## src/rtl/spi_pkg.sv

```systemverilog
// rtl/spi_pkg.sv - shared SPI types and constants for the master and slave
package spi_pkg;

    typedef enum logic {
        SPI_IDLE   = 1'b0,
        SPI_ACTIVE = 1'b1
    } spi_state_t;

    localparam int SPI_WORD_BITS = 8;

    // Mode encoding is {cpol, cpha}
    localparam logic [1:0] SPI_MODE0 = 2'b00;
    localparam logic [1:0] SPI_MODE1 = 2'b01;
    localparam logic [1:0] SPI_MODE2 = 2'b10;
    localparam logic [1:0] SPI_MODE3 = 2'b11;

endpackage

```

## src/rtl/spi_sync_edge.sv

```systemverilog
// rtl/spi_sync_edge.sv - input synchronizer with optional rise/fall detection
module spi_sync_edge #(
    parameter int SYNC_STAGES = 2,
    parameter bit EDGE_DETECT = 1'b1
) (
    input  logic clk,
    input  logic reset,
    input  logic din,
    output logic level,
    output logic rise,
    output logic fall
);

    logic [SYNC_STAGES-1:0] sync_q;

    // Chain and edge flop share the reset value so reset never fabricates an edge
    always_ff @(posedge clk) begin
        if (reset) begin
            sync_q <= '0;
        end else begin
            sync_q <= {sync_q[SYNC_STAGES-2:0], din};
        end
    end

    assign level = sync_q[SYNC_STAGES-1];

    generate
        if (EDGE_DETECT) begin : g_edge
            logic prev_q;

            always_ff @(posedge clk) begin
                if (reset) begin
                    prev_q <= 1'b0;
                end else begin
                    prev_q <= level;
                end
            end

            assign rise = level & ~prev_q;
            assign fall = ~level & prev_q;
        end else begin : g_no_edge
            assign rise = 1'b0;
            assign fall = 1'b0;
        end
    endgenerate

endmodule

```

## src/rtl/spi_slave.sv

```systemverilog
// rtl/spi_slave.sv - oversampling mode-programmable 8-bit SPI slave
module spi_slave
    import spi_pkg::*;
#(
    parameter int SYNC_STAGES = 2
) (
    input  logic                     clk,
    input  logic                     reset,
    input  logic                     cpol,
    input  logic                     cpha,
    input  logic [SPI_WORD_BITS-1:0] tx_data,
    output logic [SPI_WORD_BITS-1:0] rx_data,
    output logic                     rx_valid,
    output logic                     busy,
    input  logic                     sclk,
    input  logic                     mosi,
    input  logic                     ss_n,
    output logic                     miso,
    output logic                     miso_oe
);

    localparam int CNT_W = $clog2(SPI_WORD_BITS);
    localparam logic [CNT_W-1:0] LAST_BIT = CNT_W'(SPI_WORD_BITS - 1);

    spi_state_t state, next_state;

    logic sclk_level_unused, sclk_rise, sclk_fall;
    logic ss_level_unused, ss_rise, ss_fall;
    logic mosi_sync, mosi_rise_unused, mosi_fall_unused;

    logic                     cpol_q, cpha_q;
    logic [CNT_W-1:0]         bit_cnt;
    logic [SPI_WORD_BITS-1:0] rx_shift, tx_shift;
    logic                     lead_edge, trail_edge, sample_edge, drive_edge;

    spi_sync_edge #(.SYNC_STAGES(SYNC_STAGES), .EDGE_DETECT(1'b1)) u_sclk_sync (
        .clk(clk), .reset(reset), .din(sclk),
        .level(sclk_level_unused), .rise(sclk_rise), .fall(sclk_fall)
    );

    spi_sync_edge #(.SYNC_STAGES(SYNC_STAGES), .EDGE_DETECT(1'b1)) u_ss_sync (
        .clk(clk), .reset(reset), .din(ss_n),
        .level(ss_level_unused), .rise(ss_rise), .fall(ss_fall)
    );

    spi_sync_edge #(.SYNC_STAGES(SYNC_STAGES), .EDGE_DETECT(1'b0)) u_mosi_sync (
        .clk(clk), .reset(reset), .din(mosi),
        .level(mosi_sync), .rise(mosi_rise_unused), .fall(mosi_fall_unused)
    );

    assign lead_edge   = cpol_q ? sclk_fall : sclk_rise;
    assign trail_edge  = cpol_q ? sclk_rise : sclk_fall;
    assign sample_edge = cpha_q ? trail_edge : lead_edge;
    assign drive_edge  = cpha_q ? lead_edge  : trail_edge;

    always_ff @(posedge clk) begin
        if (reset) begin
            state <= SPI_IDLE;
        end else begin
            state <= next_state;
        end
    end

    always_comb begin
        next_state = state;
        case (state)
            SPI_IDLE:   if (ss_fall) next_state = SPI_ACTIVE;
            SPI_ACTIVE: if (ss_rise) next_state = SPI_IDLE;
            default:    next_state = SPI_IDLE;
        endcase
    end

    always_ff @(posedge clk) begin
        if (reset) begin
            cpol_q   <= 1'b0;
            cpha_q   <= 1'b0;
            bit_cnt  <= '0;
            rx_shift <= '0;
            tx_shift <= '0;
            rx_data  <= '0;
            rx_valid <= 1'b0;
        end else begin
            rx_valid <= 1'b0;
            if (state == SPI_IDLE) begin
                if (ss_fall) begin
                    cpol_q   <= cpol;
                    cpha_q   <= cpha;
                    bit_cnt  <= '0;
                    rx_shift <= '0;
                    tx_shift <= tx_data;
                end
            end else if (ss_rise) begin
                // Deselect wins over any same-cycle sclk edge; partial bytes are dropped
                bit_cnt  <= '0;
                rx_shift <= '0;
            end else begin
                if (sample_edge) begin
                    rx_shift <= {rx_shift[SPI_WORD_BITS-2:0], mosi_sync};
                    bit_cnt  <= bit_cnt + CNT_W'(1);
                    if (bit_cnt == LAST_BIT) begin
                        rx_data  <= {rx_shift[SPI_WORD_BITS-2:0], mosi_sync};
                        rx_valid <= 1'b1;
                    end
                end
                if (drive_edge) begin
                    if (bit_cnt == '0) begin
                        tx_shift <= tx_data;
                    end else begin
                        tx_shift <= {tx_shift[SPI_WORD_BITS-2:0], 1'b0};
                    end
                end
            end
        end
    end

    always_ff @(posedge clk) begin
        if (reset) begin
            miso <= 1'b0;
        end else begin
            miso <= (state == SPI_ACTIVE) & tx_shift[SPI_WORD_BITS-1];
        end
    end

    assign busy    = (state == SPI_ACTIVE);
    assign miso_oe = (state == SPI_ACTIVE);

endmodule

```

## config.mk

```make
export PLATFORM = sky130hd
export DESIGN_NAME = spi_slave
export DESIGN_NICKNAME = d
export VERILOG_FILES = /design/src/rtl/spi_pkg.sv /design/src/rtl/spi_sync_edge.sv /design/src/rtl/spi_slave.sv
export SDC_FILE = /design/constraint.sdc
export NUM_CORES = 1
export LEC_CHECK = 0
export CAP_MARGIN = 20
export CELL_PAD_IN_SITES_DETAIL_PLACEMENT = 1
export CELL_PAD_IN_SITES_GLOBAL_PLACEMENT = 1
export CORE_MARGIN = 2
export CORE_UTILIZATION = 43
export CTS_CLUSTER_DIAMETER = 200
export DETAILED_ROUTE_END_ITERATION = 10
export GPL_TIMING_DRIVEN = 0
export HOLD_SLACK_MARGIN = 0.15
export PLACE_DENSITY_LB_ADDON = 0.1
export SLEW_MARGIN = 20
export SYNTH_ARGS = -nofsm -noshare
export SYNTH_HDL_FRONTEND = slang
export SYNTH_SLANG_ARGS = --single-unit
```

## constraint.sdc

```tcl
create_clock -name clk -period 4.6 [get_ports clk]
set_input_delay 0.69 -clock clk [delete_from_list [all_inputs] [get_ports clk]]
set_output_delay 0.69 -clock clk [all_outputs]
set_load 0.02 [all_outputs]
```

## Word level (Yosys, flattened, before mapping)

Index checks and enable logic that the tools add are counted.
Widths: inputs -> output; s select.

| cells by class | value |
|---|---|
| add/subtract/negate cells | 1 |
| eq/ne operators | 4 |
| multiplexer cells | 21 |
| bitwise gates (word level) | 12 |
| reductions and logical operators | 7 |

Operator list:

| kind | count |
|---|---|
| $mux 8 | 5 |
| $mux 7 | 4 |
| $mux 3 | 4 |
| $mux 1 | 7 |
| $not 1->1 | 7 |
| $and 1x1->1 | 5 |
| $reduce_and 2->1 | 2 |
| $reduce_and 4->1 | 1 |
| $reduce_or 4->1 | 1 |
| $add 3x1->3 const B | 1 |
| $eq 3x3->1 const B | 1 |
| $logic_not 3->1 | 1 |
| $ne 3x1->1 const B | 1 |
| $reduce_and 3->1 | 1 |
| $ne 2x1->1 const B | 1 |
| $ne 2x2->1 const B | 1 |
| $pmux 1 s2 | 1 |
| $reduce_bool 2->1 | 1 |

| storage, ports and cells | value |
|---|---|
| register bits | 39 |
| input bits | 15 |
| word-level logic and storage cells | 59 |

## Longest topological paths before layout

Gate-level depths: netlist (run 1).

| depth | value |
|---|---|
| word-level depth | 7 |
| mapped depth | 7 |
| mapped depth without buffers | 6 |

## Hierarchy

Synthesis (run 1) repeated with hierarchy kept, for this count alone.

| second synthesis, totals | value |
|---|---|
| cell total of the unflattened synthesis | 173 |
| area, all modules | 1646.6 um2 |

Modules (own cells, without submodules):

| module | instances | cells an instance | area an instance (um2) | seq. area each (um2) |
|---|---|---|---|---|
| spi_slave | 1 | 150 | 1392.6 | 620.6 |
| spi_sync_edge (u_sclk_sync ...) | 2 | 8 | 91.3 | 60.1 |
| spi_sync_edge (u_mosi_sync) | 1 | 7 | 71.3 | 40.0 |

## Worst setup path after synthesis (run 1)

No wires, ideal clock.

| timing | value |
|---|---|
| kind | register to register |
| from | reg bit_cnt[0] |
| to | reg tx_shift[5] |
| setup time | 0.121 ns |
| arrival | 1.470 ns |
| required time | 4.479 ns |
| setup slack | 3.009 ns |
| stages on the path, launching flop included | 8 |
| path buffers | 1 |
| cells stage by stage | dfxtp_1 -> inv_1 -> ha_1 -> nand2b_1 -> clkbuf_1 -> a21bo_2 -> a21oi_1 -> mux2_2 |

| on the way | value |
|---|---|
| word-level cells in the longest chain between the ends | 5 |

RTL lines:

| what | RTL line | RTL |
|---|---|---|
| from (decl) | spi_slave.sv:32 | `logic [CNT_W-1:0] bit_cnt;` |
| from (signal assigned) | spi_slave.sv:99 | `bit_cnt <= bit_cnt + CNT_W'(1);` |
| $logic_not 3->1 | spi_slave.sv:106 | `if (bit_cnt == '0) begin` |
| $mux 8 | spi_slave.sv:106 |  |
| $mux 8 | spi_slave.sv:105 | `if (drive_edge) begin` |
| $mux 8 | spi_slave.sv:92 | `end else if (ss_rise) begin` |
| $mux 8 | spi_slave.sv:84 | `if (state == SPI_IDLE) begin` |
| to (signal assigned) | spi_slave.sv:90 | `tx_shift <= tx_data;` |
| to (signal assigned) | spi_slave.sv:107 | `tx_shift <= tx_data;` |
| to (signal assigned) | spi_slave.sv:109 | `tx_shift <= {tx_shift[SPI_WORD_BITS-2:0], 1'b0};` |
| to (decl) | spi_slave.sv:33 | `logic [SPI_WORD_BITS-1:0] rx_shift, tx_shift;` |

No other way between the ends. The select of a mux whose other input is x is not followed.
A chain may end at the register's enable or synchronous reset.

==> results of run 1 <==
-- critical path: stages --
cell and delay (ps):
sky130_fd_sc_hd__clkdlybuf4s50_1 580, sky130_fd_sc_hd__clkbuf_1 430, sky130_fd_sc_hd__clkbuf_1 420, sky130_fd_sc_hd__nand4b_1 190
sky130_fd_sc_hd__o31ai_1 80
-- metrics by stage --
step | utilization [%] | total power, W
final | 57.7 | 0.000731
after global routing | 57.7 | 0.000757
after CTS | 57.7 | 0.000735
after detailed placement | 54.1 | 0.000401
after global placement | 54.1 | 0.000399
after floorplan | - | 0.000380
-- path summary, 6_finish.rpt --
path	startpoint	to	slack, ps	depth (start not counted)
worst min register to register	tx_shift[7]	miso	440	2
worst max register to register	bit_cnt[0]	tx_shift[6]	2730	7
worst min-delay path	tx_shift[7]	miso	440	2
worst max-delay path	reset	bit_cnt[0]	2390	5
-- layout by cell type, fill, tap and decap left out --
cell and n:
sky130_fd_sc_hd__a21bo_2 7, sky130_fd_sc_hd__a21oi_1 8, sky130_fd_sc_hd__a31oi_4 1, sky130_fd_sc_hd__buf_2 3, sky130_fd_sc_hd__buf_4 1, sky130_fd_sc_hd__bufinv_16 2, sky130_fd_sc_hd__clkbuf_1 7, sky130_fd_sc_hd__clkbuf_8 5
sky130_fd_sc_hd__clkdlybuf4s50_1 26, sky130_fd_sc_hd__dfxtp_1 39, sky130_fd_sc_hd__ha_1 3, sky130_fd_sc_hd__inv_1 3, sky130_fd_sc_hd__mux2_2 8, sky130_fd_sc_hd__mux2i_1 5, sky130_fd_sc_hd__nand2_1 4, sky130_fd_sc_hd__nand2b_1 17
sky130_fd_sc_hd__nand3_1 9, sky130_fd_sc_hd__nand3b_1 3, sky130_fd_sc_hd__nand4b_1 2, sky130_fd_sc_hd__nor2_1 5, sky130_fd_sc_hd__nor2b_1 23, sky130_fd_sc_hd__o21ai_0 16, sky130_fd_sc_hd__o221a_2 1, sky130_fd_sc_hd__o22ai_1 7
sky130_fd_sc_hd__o31ai_1 1, sky130_fd_sc_hd__o32ai_1 2, sky130_fd_sc_hd__xnor2_2 1
-- layout make-up --
type	instances	area [um2]	share of cell area (%)
Buffer	10	45.0	2.10
Clock buffer	6	72.6	3.38
Clock inverter	2	60.1	2.80
Inverter	3	11.3	0.525
Multi-Input combinational cell	123	855	39.8
Sequential cell	39	781	36.4
Tap cell	48	60.1	2.80
Timing Repair Buffer	26	260	12.1
-- cell families after synthesis --
| logic type | after synthesis | share of synthesized area (%) |
|---|---|---|
| and+or+nand+nor | 63 | 21.8 |
| AOI/OAI and AO/OA | 43 | 17.2 |
| DFF | 39 | 46.2 |
| buffers and inverters | 13 | 3.33 |
| muxes | 13 | 8.28 |
| adders and majority gates | 3 | 2.22 |
| xor gates and xnor gates | 1 | 0.962 |
-- power by group through the flow --
stage               Combinational [W]  Clock [W]  Sequential [W]
floorplan                   0.0000271          0        0.000353
global placement            0.0000462          0        0.000353
detailed placement          0.0000476          0        0.000353
CTS                         0.0000484   0.000341        0.000345
global route                0.0000517   0.000359        0.000346
finish                      0.0000477   0.000338        0.000345
-- state kept, by name, indices dropped and copies added (netlist names) --
name                       cells
u_mosi_sync.sync_q             2
u_sclk_sync.g_edge.prev_q      1
cpha_q                         1
rx_data                        8
rx_shift                       7
u_ss_sync.sync_q               2
busy                           1
u_sclk_sync.sync_q             2
bit_cnt                        3
cpol_q                         1
u_ss_sync.g_edge.prev_q        1
miso                           1
rx_valid                       1
tx_shift                       8
-- routing by layer --
layer | track usage (%) | vias up
met2 | 36.5 | 25
met1 | 19.5 | 639
met4 | 6.12 | 0
met3 | 5.07 | 5
li1 | - | 680
met5 | 0 | -
==> results.cfg, run 1 <==
[global_route]
vias_in_the_first_global_route = 1394
maximum_number_of_pins_on_one_net_before_global_route_repair = 13
globalRoute.totalOverflow = 0
antenna_violations_before_repair = 0
grt_pass1_wl_mm = 6.21
gr-usage-all-layers_pct = 18.9

[synth]
yosys_warning_total = 0
netlist_area_mm2 = 0.00169
async_reset_ff_share_pct = 0
synth_largest_area_cell = sky130_fd_sc_hd__dfxtp_1
synth_cell_types = 24
ys.flop_type = sky130_fd_sc_hd__dfxtp_1
yosys.cell_count.top_type = sky130_fd_sc_hd__dfxtp_1
synth_largest_type_area_fraction_pct = 46.2
yosys_register_bits = 39
sequential_area_share_after_synthesis_pct = 46.2
postSynthNetCount = 193
synthTopCellsByArea = sky130_fd_sc_hd__dfxtp_1 46%, sky130_fd_sc_hd__nor2b_1 8.5%, sky130_fd_sc_hd__nand2b_1 6.3%
synth_area_per_cell_um2 = 9.67
post_synth_inst_count = 175
synth_edf_count = 0
synth.top_cells.by_count = 39 x sky130_fd_sc_hd__dfxtp_1, 23 x sky130_fd_sc_hd__nor2b_1, 17 x sky130_fd_sc_hd__nand2b_1, 16 x sky130_fd_sc_hd__o21ai_0, 9 x sky130_fd_sc_hd__nand3_1

[sta]
fin_ws_ps = 2390
finalCritPeriodShare_pct = 48.0
final_hold_violating_endpoints = 0
worstMarginPinSlew_ps = 496
final_period_minus_worst_setup_slack_ps = 2210
setup_tns_ps = 0
max-slew-margin-rel_pct = 66.9
final_max_slew_viol_count = 0
fmax_mhz = 453
finalHoldWorstSlack_ps = 439
rsz0062_at_grt = no
timing.final.setup_violations = 0
timing.clock.skew_ps = 5.50

[clocking]
cts-buffers-inserted = 5
clkLatencyLatePin_ps = 290
clock-sinks = 39
number_of_resized_instances_in_the_post_cts_repair_step = 0
post-cts-setup-buffers = 0
root_buffer_cell = sky130_fd_sc_hd__clkbuf_8
cts-root-to-sink-buffers = 2
htree_num_levels = 2
post_cts_hold_buffer_count = 0
cts_tree = built
worst_path_clk_slew_ps = 80

[floorplan]
core-area_mm2 = 0.00372
floorplan.initialDensity_pct = 45.5
dieHeight_um = 66.7
die_area_mm2 = 0.00445
die_w_um = 66.7
rows = 22
io-pin-count = 27

[place]
place_hpwl_mm = 2.71
dpl-instance-area_mm2 = 0.00201
place_congestion = 0.766
post-place-cells = 249
numPortBuffers = 26
dp_worst_setup_slack_ps = 2090

[power_and_ir_drop]
share_clk_of_total_power_pct = 46.3
netSwitchingFraction_pct = 19.9
peakVddDrop_uv = 214
switchingPower_w = 0.000146
leakage_nw = 0.797
p_per_area_mw_per_mm2 = 341
combinational_group_share_of_total_power_pct = 6.5
power_report.internal_total_w = 0.000586
seq_power_share_pct = 47.2

[drt]
remaining_drc_errors = 0
routed_wire_length_per_instance_um = 14.9
route.top_layer_used = met4
met2_wirelength_mm = 2.02
drt_pre_antenna_iters = 4
vias = 1349
wirelength_mm = 3.82
detail-route-antenna-nets = 0
detail_route.iter0.violations = 22
drt-vias-per-instance = 5.25
detail_route_met3_wl_um = 136
detail_route.wirelength.met1_mm = 1.61

[setup_path]
worstSetupEndpointType = flip-flop
critPathLaunchType = input pin
worst-path-max-fanout = 10
critical_path_required_ps = 4770
timing.setup.critical_path_class = input pin to flip-flop
arrival_time_worst_endpoint_ps = 2380

[min_path]
worstHoldPathType = flip-flop to flip-flop

[layout]
post_route_standard_cell_area_excluding_fillers_mm2 = 0.00214
proportion_of_layout_cells_with_a_drive_suffix_above_1_pct = 13.9
n_fill_cell = 438
area.growth.synth_to_final_pct = 26.8
fin_cells = 257
design.final.nets = 226
antenna_cells_inserted = 0

[outcome]
outcome = finished clean

[job]
cap_violations = 0
(Power assumes the default switching activity.)
==> run 2: changes to the inputs <==
--- a/config.mk
+++ b/config.mk
@@ -9,7 +9,7 @@
 export CELL_PAD_IN_SITES_DETAIL_PLACEMENT = 1
 export CELL_PAD_IN_SITES_GLOBAL_PLACEMENT = 1
 export CORE_MARGIN = 2
-export CORE_UTILIZATION = 43
+export CORE_UTILIZATION = 40
 export CTS_CLUSTER_DIAMETER = 200
 export DETAILED_ROUTE_END_ITERATION = 10
 export GPL_TIMING_DRIVEN = 0
==> constraint.sdc (replaced) <==
create_clock -name clk -period 2.1 [get_ports clk]
set_input_delay 0.315 -clock clk [delete_from_list [all_inputs] [get_ports clk]]
set_output_delay 0.315 -clock clk [all_outputs]
set_load 0.02 [all_outputs]
==> run 2 against run 1 <==
Final area down 2.0%. Core utilization decreased by 5.5 points. Via count grew 0.37%. Wire length rose by 0.13%. Worst setup slack got worse by 2200 ps. Register-to-register slack got worse by 2500 ps. Non-clock buffer count did not move. Clock-buffer cell count stayed put. Critical endpoint is now tx_shift[6]. Flip-flop and latch count unchanged. Sequential share of layout area increased by 0.74 points. Largest cell class unchanged. Die area up 7.0%. Combinational power rose by 120%.
==> results.cfg, run 2 (synthesis results as in run 1) <==
[outcome]
outcome = finished clean

[floorplan]
core-area_mm2 = 0.00403
dieHeight_um = 69.0
floorplan.initialDensity_pct = 42.0
die_w_um = 69.0
io-pin-count = 27
rows = 23
die_area_mm2 = 0.00477

[global_route]
gr-usage-all-layers_pct = 17.4
grt_pass1_wl_mm = 6.60
maximum_number_of_pins_on_one_net_before_global_route_repair = 12
grtUsageMet1_pct = 19.0
antenna_violations_before_repair = 0
met3_track_utilization_from_global_routing_pct = 4.82
gr-max-usage-layer = met2
globalRoute.totalOverflow = 0
grt_util_met2_pct = 31.4
vias_in_the_first_global_route = 1433

[layout]
area.growth.synth_to_final_pct = 24.3
most_common_library_cell_in_the_layout_ignoring_fill_and_taps = sky130_fd_sc_hd__dfxtp_1
proportion_of_layout_cells_with_a_drive_suffix_above_1_pct = 13.9
final_cell_mix = 39 x sky130_fd_sc_hd__dfxtp_1, 26 x sky130_fd_sc_hd__clkdlybuf4s50_1, 23 x sky130_fd_sc_hd__nor2b_1
design.final.nets = 226
n_fill_cell = 464
sequential_cell_area_um2 = 781
antenna_cells_inserted = 0
finalCoreUtilization_pct = 52.2
multi_input_area_um2 = 855
post_route_standard_cell_area_excluding_fillers_mm2 = 0.00210
layout_top_registers = rx_data (8), tx_shift (8), rx_shift (7)
fin_cells = 258

[min_path]
worstHoldPathType = flip-flop to flip-flop
min_delay_path_depth = 2

[drt]
drt-vias-per-instance = 5.25
drt_pre_antenna_iters = 4
wirelength_mm = 3.82
remaining_drc_errors = 0
routed_wire_length_per_instance_um = 14.8
detail-route-antenna-nets = 0
detail_route.iter0.violations = 34
vias = 1354

[place]
place_congestion = 0.734
numPortBuffers = 26
place_hpwl_mm = 2.85
dpl-instance-area_mm2 = 0.00201
post-place-cells = 251

[power_and_ir_drop]
peakVddDrop_uv = 416
leakage_nw = 0.779
p_per_area_mw_per_mm2 = 649
finalPower_w = 0.00136

[sta]
setup_tns_ps = 0
finalCritPeriodShare_pct = 89.9
max-slew-margin-rel_pct = 67.5
final_period_minus_worst_setup_slack_ps = 1890
fmax_mhz = 530
rsz0062_at_grt = no
worstMarginPinSlew_ps = 488
timing.clock.skew_ps = 7.07
timing.final.setup_violations = 0
final_max_slew_viol_count = 0
final_hold_violating_endpoints = 0

[setup_path]
timing.setup.critical_path_class = flip-flop to flip-flop
worst-path-max-fanout = 10
critical_path.slowest_cell = sky130_fd_sc_hd__dfxtp_1
critPathLaunchType = flip-flop
worstRegToRegCells = 7
cpPeakStageDelay_ps = 400
worstSetupEndpointType = flip-flop
arrival_time_worst_endpoint_ps = 2070
crit_chain = inv_1 > ha_1 > nand2b_1 > clkbuf_1 > a21bo_2 > a21oi_1 > mux2_2
critical_path_required_ps = 2280
r2r_setup_slack_ps = 210

[clocking]
cts-buffers-inserted = 5
root_buffer_cell = sky130_fd_sc_hd__clkbuf_8
worst_path_clk_slew_ps = 70
htree_num_levels = 2
clock-sinks = 39
number_of_resized_instances_in_the_post_cts_repair_step = 0
cts_tree = built
post_cts_hold_buffer_count = 0
clkLatencyLatePin_ps = 290
cts-root-to-sink-buffers = 2
post-cts-setup-buffers = 0

[job]
cap_violations = 0
[run 2: cell type report]
cell class	count	share of cell area, %
Inverter	3	0.536
Timing Repair Buffer	26	12.4
Clock buffer	6	3.93
Clock inverter	1	0.238
Tap cell	50	2.98
Sequential cell	39	37.1
Buffer	10	2.14
Multi-Input combinational cell	123	40.7
[run 2: routing by layer]
layer / part of all wire, % / up-vias
met1: 43 / 652
li1: - / 673
met4: 1.5 / 0
met5: 0 / -
met3: 3.4 / 7
met2: 52 / 22
[run 2: worst max-delay path: cells and delay by family (launching register included)]
kind,cells,cell delay (ps)
adders and majority gates,1,200
muxes,1,270
AOI/OAI and AO/OA,2,260
and+or+nand+nor,1,200
buffers and inverters,2,440
DFF,1,400
[run 2: worst paths after layout]
kind | from | endpoint
setup / recovery | bit_cnt[0] | tx_shift[6]
setup reg to reg | bit_cnt[0] | tx_shift[6]
hold reg to reg | tx_shift[7] | miso
hold / removal | tx_shift[7] | miso
[run 2: where the power goes]
group	internal (W)	switching (W)
registers	0.000751	0.00000593
logic	0.0000576	0.0000472
clock network	0.000257	0.000246
total	0.00107	0.000299
[run 2: per-stage QoR]
| step | setup WS, ps | hold WS [ps] |
|---|---|---|
| 3_3_place_gp | 5.26 | 418 |
| 3_5_place_dp | -62.0 | 432 |
| 5_1_grt | 38.0 | 455 |
| 6_report | 213 | 435 |
| 2_1_floorplan | 509 | 405 |
| 4_1_cts | 218 | 446 |
